$ cat config.mk
export PLATFORM = sky130hd
export DESIGN_NAME = dmem_access_ctrl
export DESIGN_NICKNAME = d
export VERILOG_FILES = /design/src/rtl/dmem_access_ctrl.sv
export SDC_FILE = /design/constraint.sdc
export NUM_CORES = 1
export LEC_CHECK = 0
export ABC_AREA = 0
export CAP_MARGIN = 20
export CORE_MARGIN = 5
export CORE_UTILIZATION = 45
export CTS_CLUSTER_SIZE = 25
export DETAILED_ROUTE_END_ITERATION = 8
export HOLD_SLACK_MARGIN = 0.05
export PLACE_DENSITY = 0.92
export SYNTH_ARGS = -nofsm -noshare
export SYNTH_HDL_FRONTEND = slang
export SYNTH_SLANG_ARGS = --single-unit
$ cat constraint.sdc
create_clock -name clk -period 2.6 [get_ports clk]
set_clock_uncertainty 0.05 [all_clocks]
set_input_delay 0.65 -clock clk [delete_from_list [all_inputs] [get_ports clk]]
set_output_delay 0.65 -clock clk [all_outputs]
set_load 0.005 [all_outputs]
$ cat src/rtl/dmem_access_ctrl.sv
// MEM-stage data-memory sequencer: request/grant/response bus handshake,
// lane steering, load extension, pipeline stall and fault reporting.
`timescale 1ns/1ps

module dmem_access_ctrl #(
  parameter int unsigned TIMEOUT_CYCLES = 255,
  parameter int unsigned CNT_WIDTH      = 8
) (
  input  logic        clk,
  input  logic        rst_n,
  input  logic        mem_read,
  input  logic        mem_write,
  input  logic [1:0]  mem_mode,
  input  logic        mem_unsigned,
  input  logic [31:0] addr,
  input  logic [31:0] wdata,
  output logic        stall,
  output logic [31:0] rdata,
  output logic        done,
  output logic        fault,
  output logic [1:0]  fault_cause,
  output logic        bus_req,
  output logic        bus_we,
  output logic [31:0] bus_addr,
  output logic [3:0]  bus_be,
  output logic [31:0] bus_wdata,
  input  logic        bus_gnt,
  input  logic        bus_rvalid,
  input  logic [31:0] bus_rdata
);

  localparam logic [1:0] MODE_BYTE      = 2'b00;
  localparam logic [1:0] MODE_HALF      = 2'b01;
  localparam logic [1:0] MODE_WORD      = 2'b10;
  localparam logic [1:0] MODE_ILLEGAL   = 2'b11;
  localparam logic [1:0] CAUSE_MISALIGN = 2'b01;
  localparam logic [1:0] CAUSE_TIMEOUT  = 2'b10;
  localparam logic [1:0] CAUSE_ILLEGAL  = 2'b11;

  localparam bit                   TIMEOUT_EN = (TIMEOUT_CYCLES != 0);
  localparam logic [CNT_WIDTH-1:0] CNT_LAST   = CNT_WIDTH'(TIMEOUT_CYCLES - 1);

  typedef enum logic [1:0] {
    S_IDLE,
    S_REQ,
    S_WAIT_R,
    S_DONE
  } state_t;

  state_t               state;
  logic [CNT_WIDTH-1:0] cnt;
  logic [1:0]           mode_q;
  logic [1:0]           lane_q;
  logic                 uns_q;
  logic                 we_q;

  logic        req_c;
  logic        illegal_c;
  logic        misalign_c;
  logic        accept_c;
  logic        reject_c;
  logic        timeout_c;
  logic [3:0]  be_c;
  logic [31:0] wdata_c;
  logic [31:0] shifted_c;
  logic [31:0] load_c;

  // Request classification; the cycle carrying a fault pulse never accepts.
  always_comb begin
    req_c      = mem_read | mem_write;
    illegal_c  = (mem_read & mem_write) | (mem_mode == MODE_ILLEGAL);
    misalign_c = ((mem_mode == MODE_HALF) & addr[0]) |
                 ((mem_mode == MODE_WORD) & (addr[1:0] != 2'b00));
    accept_c   = (state == S_IDLE) & req_c & ~fault & ~illegal_c & ~misalign_c;
    reject_c   = (state == S_IDLE) & req_c & ~fault & (illegal_c | misalign_c);
    timeout_c  = TIMEOUT_EN & (cnt == CNT_LAST);
  end

  assign stall = accept_c | (state == S_REQ) | (state == S_WAIT_R);

  // Byte enables and replicated store data for the addressed lanes.
  always_comb begin
    be_c    = 4'b1111;
    wdata_c = wdata;
    case (mem_mode)
      MODE_BYTE: begin
        be_c    = 4'b0001 << addr[1:0];
        wdata_c = {4{wdata[7:0]}};
      end
      MODE_HALF: begin
        be_c    = addr[1] ? 4'b1100 : 4'b0011;
        wdata_c = {2{wdata[15:0]}};
      end
      default: begin
        be_c    = 4'b1111;
        wdata_c = wdata;
      end
    endcase
  end

  // Lane extraction and sign/zero extension of the returned word.
  always_comb begin
    shifted_c = bus_rdata >> {lane_q, 3'b000};
    case (mode_q)
      MODE_BYTE: load_c = {{24{~uns_q & shifted_c[7]}}, shifted_c[7:0]};
      MODE_HALF: load_c = {{16{~uns_q & shifted_c[15]}}, shifted_c[15:0]};
      default:   load_c = bus_rdata;
    endcase
  end

  always_ff @(posedge clk or negedge rst_n) begin
    if (!rst_n) begin
      state       <= S_IDLE;
      cnt         <= '0;
      mode_q      <= MODE_BYTE;
      lane_q      <= 2'b00;
      uns_q       <= 1'b0;
      we_q        <= 1'b0;
      rdata       <= '0;
      done        <= 1'b0;
      fault       <= 1'b0;
      fault_cause <= 2'b00;
      bus_req     <= 1'b0;
      bus_we      <= 1'b0;
      bus_addr    <= '0;
      bus_be      <= 4'b0000;
      bus_wdata   <= '0;
    end else begin
      done  <= 1'b0;
      fault <= 1'b0;
      case (state)
        S_IDLE: begin
          if (reject_c) begin
            fault       <= 1'b1;
            fault_cause <= illegal_c ? CAUSE_ILLEGAL : CAUSE_MISALIGN;
          end else if (accept_c) begin
            mode_q    <= mem_mode;
            lane_q    <= addr[1:0];
            uns_q     <= mem_unsigned;
            we_q      <= mem_write;
            bus_addr  <= {addr[31:2], 2'b00};
            bus_be    <= be_c;
            bus_wdata <= wdata_c;
            bus_we    <= mem_write;
            bus_req   <= 1'b1;
            cnt       <= '0;
            state     <= S_REQ;
          end
        end
        S_REQ: begin
          cnt <= cnt + CNT_WIDTH'(1);
          // A store completes on grant; a read grant alone is not a completion.
          if (bus_gnt && we_q) begin
            bus_req <= 1'b0;
            bus_we  <= 1'b0;
            done    <= 1'b1;
            state   <= S_DONE;
          end else if (timeout_c) begin
            bus_req     <= 1'b0;
            bus_we      <= 1'b0;
            fault       <= 1'b1;
            fault_cause <= CAUSE_TIMEOUT;
            state       <= S_IDLE;
          end else if (bus_gnt) begin
            bus_req <= 1'b0;
            state   <= S_WAIT_R;
          end
        end
        S_WAIT_R: begin
          cnt <= cnt + CNT_WIDTH'(1);
          if (bus_rvalid) begin
            rdata <= load_c;
            done  <= 1'b1;
            state <= S_DONE;
          end else if (timeout_c) begin
            fault       <= 1'b1;
            fault_cause <= CAUSE_TIMEOUT;
            state       <= S_IDLE;
          end
        end
        S_DONE: begin
          state <= S_IDLE;
        end
        default: begin
          state <= S_IDLE;
        end
      endcase
    end
  end

endmodule

Yosys cells after proc, flatten, opt, wreduce, memory -nomap -nowiden
Index checks and enable logic that the tools add are counted.
Storage, ports and cells
  flip-flop bits (word level): 120
  input bits: 105
  output and inout bits: 107
Operators by class
  add/subtract/negate cells: 1
  equality and inequality tests: 16
  shift-type cells: 2
  mux-type cells: 40
  bitwise operators: 21
  reductions and logical operators: 16
Operator list (number)
  $pmux 32 s2: 2
  $shr 32x5->16: 1
  $mux 2: 12
  $mux 8: 2
  $pmux 8 s2: 1
  $reduce_and 4->1: 4
  $mux 1: 15
  $and 1x1->1: 10
  $ne 2x2->1 const B: 5
  $add 8x1->8 const B: 1
  $eq 2x2->1 const B: 4
  $eq 8x8->1 const B: 1
  $pmux 2 s4: 1
  $pmux 4 s2: 1
  $eq 2x1->1 const B: 3
  $logic_not 2->1: 3
  $or 1x1->1: 6
  $pmux 1 s2: 3
  $pmux 2 s3: 1
  $reduce_and 3->1: 2
  $reduce_bool 2->1: 3
  $not 1->1: 5
  $mux 4: 1
  $ne 4x3->1 const B: 1
  other kinds (8): 8

Longest topological paths before layout
  depth after elaboration: 8
  depth in mapped cells: 10
  depth with buffers taken out: 7

Least setup slack after synthesis
OpenSTA, ideal clock, no wires.
  path type: input to output
  start: input port addr[1]
  end: output port stall
  arrival: 1.733 ns
  data required time: 1.900 ns
  path slack: 0.167 ns
  stages: 8
  path buffers: 4
  cells stage by stage: clkbuf_1 o21a_1 nor2_1 o21ai_2 buf_6 buf_6 buf_2 nand2_1
Between the ends
  word-level cells in the longest chain between the ends: 7
Ends and longest elaborated chain
  start, declared: RTL line 15  | input logic [31:0] addr,
  $reduce_bool 2->1: RTL line 73  | ((mem_mode == MODE_WORD) & (addr[1:0] != 2'b00));
  $and 1x1->1: RTL line 73
  $or 1x1->1: RTL line 72  | misalign_c = ((mem_mode == MODE_HALF) & addr[0]) |
  $not 1->1: RTL line 74  | accept_c = (state == S_IDLE) & req_c & ~fault & ~illegal_c & ~misalign_c;
  $and 1x1->1: RTL line 74
  $or 1x1->1 (2 in a row): RTL line 79  | assign stall = accept_c | (state == S_REQ) | (state == S_WAIT_R);
  end, declared: RTL line 17  | output logic stall,
No other way between the ends.

Final worst setup path
Same ends and word-level chain as after synthesis.

==> metrics.sh <==
DRT_ITER0_MARKERS=721
FINAL_ANTENNA_NET_COUNT=0
FIN_UTIL=0.692
NUMBER_OF_MAXIMUM_CAPACITANCE_CONSTRAINT_VIOLATIONS=0
FINAL_MAX_SLEW_VIOL_COUNT=0
SYNTH-COMPOUND-AREA-SHARE=0.139
GRT_PASS1_WL_MM=28.1
LEAKAGE_POWER_uW=0.00381
GRT_PASS1_VIAS=5510
ANTENNA_FOUND_INITIAL=2
SETUP_WS_NS=0.0600
NUMBER_OF_FLOPS_MAPPED_TO_ENABLE_CELLS_BY_YOSYS=0
PRE_CTS_SLACK_NS=-0.653
MAXCLOCKFREQUENCY_MHz=394
SYNTH_FLOP_CELL='sky130_fd_sc_hd__dfrtp_1'
AREA_ENCLOSED_BY_THE_DIE_BOUNDARY_MM2=0.0153
CORE_MM2=0.0126
SYN-MEAN-INSTANCE-AREA_UM2=10.1
ROWS=41
CTS_TREE='built'
FINAL_MIN_PERIOD_OVER_CLOCK_PERIOD=0.977
CRITICAL_PATH_REQUIRED_NS=1.90
FINALNETCOUNT=896
ASYNCSETRESETFLOPFRACSYNTH=1.00
TIGHTEST_SLEW_NS=0.795
SYN_INST=572
STATUS='finished clean'
REPORT.FINAL.HOLD_VIOL_COUNT=0
WORST_SETUP_PATH_END_KIND='primary output'
SYNTH_MUX_AREA_FRAC=0.132
OVERFLOW=0
DP_HPWL_MM=13.0
SYNTH_SIMPLE_GATE_AREA_FRAC=0.151
FLOORPLAN.DIE.WIDTH_UM=124
PERIOD_MINUS_SLACK_NS=2.54
SYNTH_TOP_FAMILY_BY_AREA='simple AND/OR/NAND/NOR gates'
TOTAL_POWER_uW=10200
TIMING.SETUP.CRITICAL_PATH_CLASS='primary input to primary output'
NUMBER_OF_SETUP_VIOLATIONS_IN_THE_FINAL_REPORT=0
WORSTSKEWPAIRLATENCY_NS=0.41
CTS_INSERTED_BUFFERS=17
HOLD_SLACK_NS=0.207
SYNTH-ADDER-AREA-SHARE=0.0149
MIN-DELAY-PATH-CLASS='primary input to asynchronous set/reset pin'
LAYOUT-AREA-OVERHEAD-VS-SYNTH_PCT=50.5
WORST_IR_DROP_VDD_V=0.000561
NETLIST-CELL-TYPE-COUNT=57
FINAL-INSTANCE-COUNT-EXCL-FILL=970
IO_PINS=212
SETUP_REPAIR_AFTER_GLOBAL_ROUTING_MISSED_ITS_MARGIN='false'
WORSTPATHMAXFANOUT=2
ROUTED-VIA-COUNT=5319
CTS_BUFFER_DEPTH=2
POSTCTSHOLDBUFS=0
MAPPEDNETLISTAREA_MM2=0.00580
SLEW_HEADROOM=0.466
SYNTH-WARNING-COUNT=0
BUFFER_PORTS.INSERTED=209
POST_DRT_VIA_CELL_RATIO=5.48
CLK_PIN_SLEW_WORST_PATHS_NS=0.06
POWER_PER_STANDARD_CELL_AREA_mW_PER_MM2=1170
DRT_PRE_ANTENNA_ITERS=5
GP_CONGESTION=0.890
WIRELENGTH_MM=17.7
CRITPATHARRIVALTIME_NS=1.84
ROUTE.DETAILED.DRC=0
GRT_MAX_DEGREE=74
SYNTH.YOSYS.SEQ_AREA_SHARE=0.517
ROUTEDWLPERCELL_UM=18.3
POST_SYNTH_XOR_AREA_FRACTION=0.00604
N_FILL_CELL=953
H-TREE-DEPTH=4
DIEHEIGHT_UM=124
DRIVE_GT1_FRAC=0.136
CTS-ROOT-BUF='sky130_fd_sc_hd__clkbuf_16'
YS_SEQ_ELEMENTS=120
PLACEDCELLCOUNT=937
FLOORPLAN.INITIALDENSITY=0.460
GRTUSAGETOTAL=0.238
CTS.SINKS=120
CRITICAL_PATH.STARTPOINT_TYPE='primary input'
## path summary, 6_finish.rpt
kind / startpoint / end / slack (ns) / cells past startpoint
max reg2reg: state[0]$_DFFE_PN0P_ / bus_addr[25]$_DFFE_PN0P_ / 0.33 / 8
max in group asynchronous: rst_n / rdata[16]$_DFFE_PN0P_ / 1.65 / 2
min reg2reg: bus_wdata[23]$_DFFE_PN0P_ / bus_wdata[23]$_DFFE_PN0P_ / 0.42 / 2
min in group clk: bus_wdata[23]$_DFFE_PN0P_ / bus_wdata[23]$_DFFE_PN0P_ / 0.42 / 2
min: rst_n / bus_addr[22]$_DFFE_PN0P_ / 0.21 / 1
max: addr[1] / stall / 0.06 / 6
## registers in the layout (all words and copies together), names as in the netlist, 2 cells and up
signal	cells
fault_cause	2
state	2
bus_wdata	32
bus_be	4
mode_q	2
cnt	8
rdata	32
bus_addr	30
lane_q	2
## through the flow
step	TNS, ns	instance area [µm²]
2_1_floorplan	0	5810
3_3_place_gp	-26.82	8140
3_5_place_dp	-29.31	8140
4_1_cts	0	8710
5_1_grt	0	8730
6_report	0	8730
## what timing repair did
action | CTS | global route
endpoints found under the setup margin | 49 | 21
gates cloned | 0 | 0
pin swaps | 2 | 1
gates resized for setup | 8 | 3
hold endpoints to repair | 0 | 0
buffers inserted | 0 | 0
## where the power goes
group / internal [µW] / leakage, µW / switching (µW)
clock: 1450 / 0.000272 / 817
sequential: 2790 / 0.00147 / 645
combinational: 2590 / 0.00208 / 1900
total: 6820 / 0.00381 / 3360
## worst max-delay path, stage by stage
cell and delay (ns):
sky130_fd_sc_hd__clkdlybuf4s50_1 0.42, sky130_fd_sc_hd__o21a_1 0.20, sky130_fd_sc_hd__nor2_2 0.17, sky130_fd_sc_hd__o21ai_4 0.08, sky130_fd_sc_hd__nand2_2 0.07, sky130_fd_sc_hd__dlygate4sd2_1 0.24
## metal layers
| layer | part of all wire | wire [µm] | track usage | vias to the layer above |
|---|---|---|---|---|
| met3 | 0.13 | 2220 | 0.101 | 41 |
| met1 | 0.37 | 6530 | 0.270 | 2542 |
| met2 | 0.48 | 8550 | 0.399 | 282 |
| met4 | 0.025 | 444 | 0.0962 | 0 |
| li1 | - | - | - | 2454 |
| met5 | 0 | 0 | 0 | - |
## cell usage in the layout (no fill, tap or decap), types with 23 or more instances in the layout
| cell type | n |
|---|---|
| sky130_fd_sc_hd__mux2_2 | 43 |
| sky130_fd_sc_hd__nand2_1 | 73 |
| sky130_fd_sc_hd__o21ai_0 | 50 |
| sky130_fd_sc_hd__nor2_1 | 35 |
| sky130_fd_sc_hd__a21oi_1 | 23 |
| sky130_fd_sc_hd__clkdlybuf4s50_1 | 203 |
| sky130_fd_sc_hd__buf_4 | 24 |
| sky130_fd_sc_hd__mux2i_1 | 28 |
| sky130_fd_sc_hd__dfrtp_1 | 120 |
| sky130_fd_sc_hd__nand3_1 | 43 |
## cell usage after synthesis, types with 3 or more instances
cell | instances | share of area
sky130_fd_sc_hd__a222oi_1 | 6 | 0.010
sky130_fd_sc_hd__nand3_1 | 43 | 0.037
sky130_fd_sc_hd__a31oi_1 | 10 | 0.011
sky130_fd_sc_hd__ha_1 | 6 | 0.013
sky130_fd_sc_hd__nand2b_1 | 9 | 0.0097
sky130_fd_sc_hd__inv_1 | 9 | 0.0058
sky130_fd_sc_hd__a21o_1 | 3 | 0.0039
sky130_fd_sc_hd__buf_2 | 10 | 0.0086
sky130_fd_sc_hd__and3_1 | 4 | 0.0043
sky130_fd_sc_hd__nor2b_1 | 4 | 0.0043
sky130_fd_sc_hd__nor3_1 | 3 | 0.0026
sky130_fd_sc_hd__clkbuf_1 | 25 | 0.016
sky130_fd_sc_hd__a21oi_1 | 23 | 0.020
sky130_fd_sc_hd__mux2i_1 | 28 | 0.048
sky130_fd_sc_hd__o22ai_1 | 7 | 0.0075
sky130_fd_sc_hd__xor2_1 | 3 | 0.0045
sky130_fd_sc_hd__a22oi_1 | 3 | 0.0039
sky130_fd_sc_hd__mux2_2 | 43 | 0.083
sky130_fd_sc_hd__o21ai_0 | 50 | 0.043
sky130_fd_sc_hd__buf_4 | 3 | 0.0039
sky130_fd_sc_hd__nor2_1 | 36 | 0.023
sky130_fd_sc_hd__nand2_1 | 74 | 0.048
sky130_fd_sc_hd__a211o_1 | 6 | 0.0091
sky130_fd_sc_hd__dfrtp_1 | 120 | 0.52
sky130_fd_sc_hd__or3_1 | 3 | 0.0032
## kinds of logic after synthesis
group,count (synthesis)
AND/OR/NAND/NOR,190
other,1
adder cells (fa/ha/maj),7
XOR/XNOR,4
multiplexers,71
AO/OA/AOI/OAI,128
buffers and inverters,51
flip-flops,120
## cell type report
cell class              count  area (µm²)  share of cell area
clock inverters             8        98.8              0.0113
flip-flops and latches    120        3000               0.344
diodes                      2        5.00            0.000573
inverters                   9        33.8             0.00387
multi-input cells         402        2590               0.297
clock buffers              22         464              0.0531
repair buffers            235        2320               0.266
well taps                 172         215              0.0246
Power figures use the tool's default switching activity.
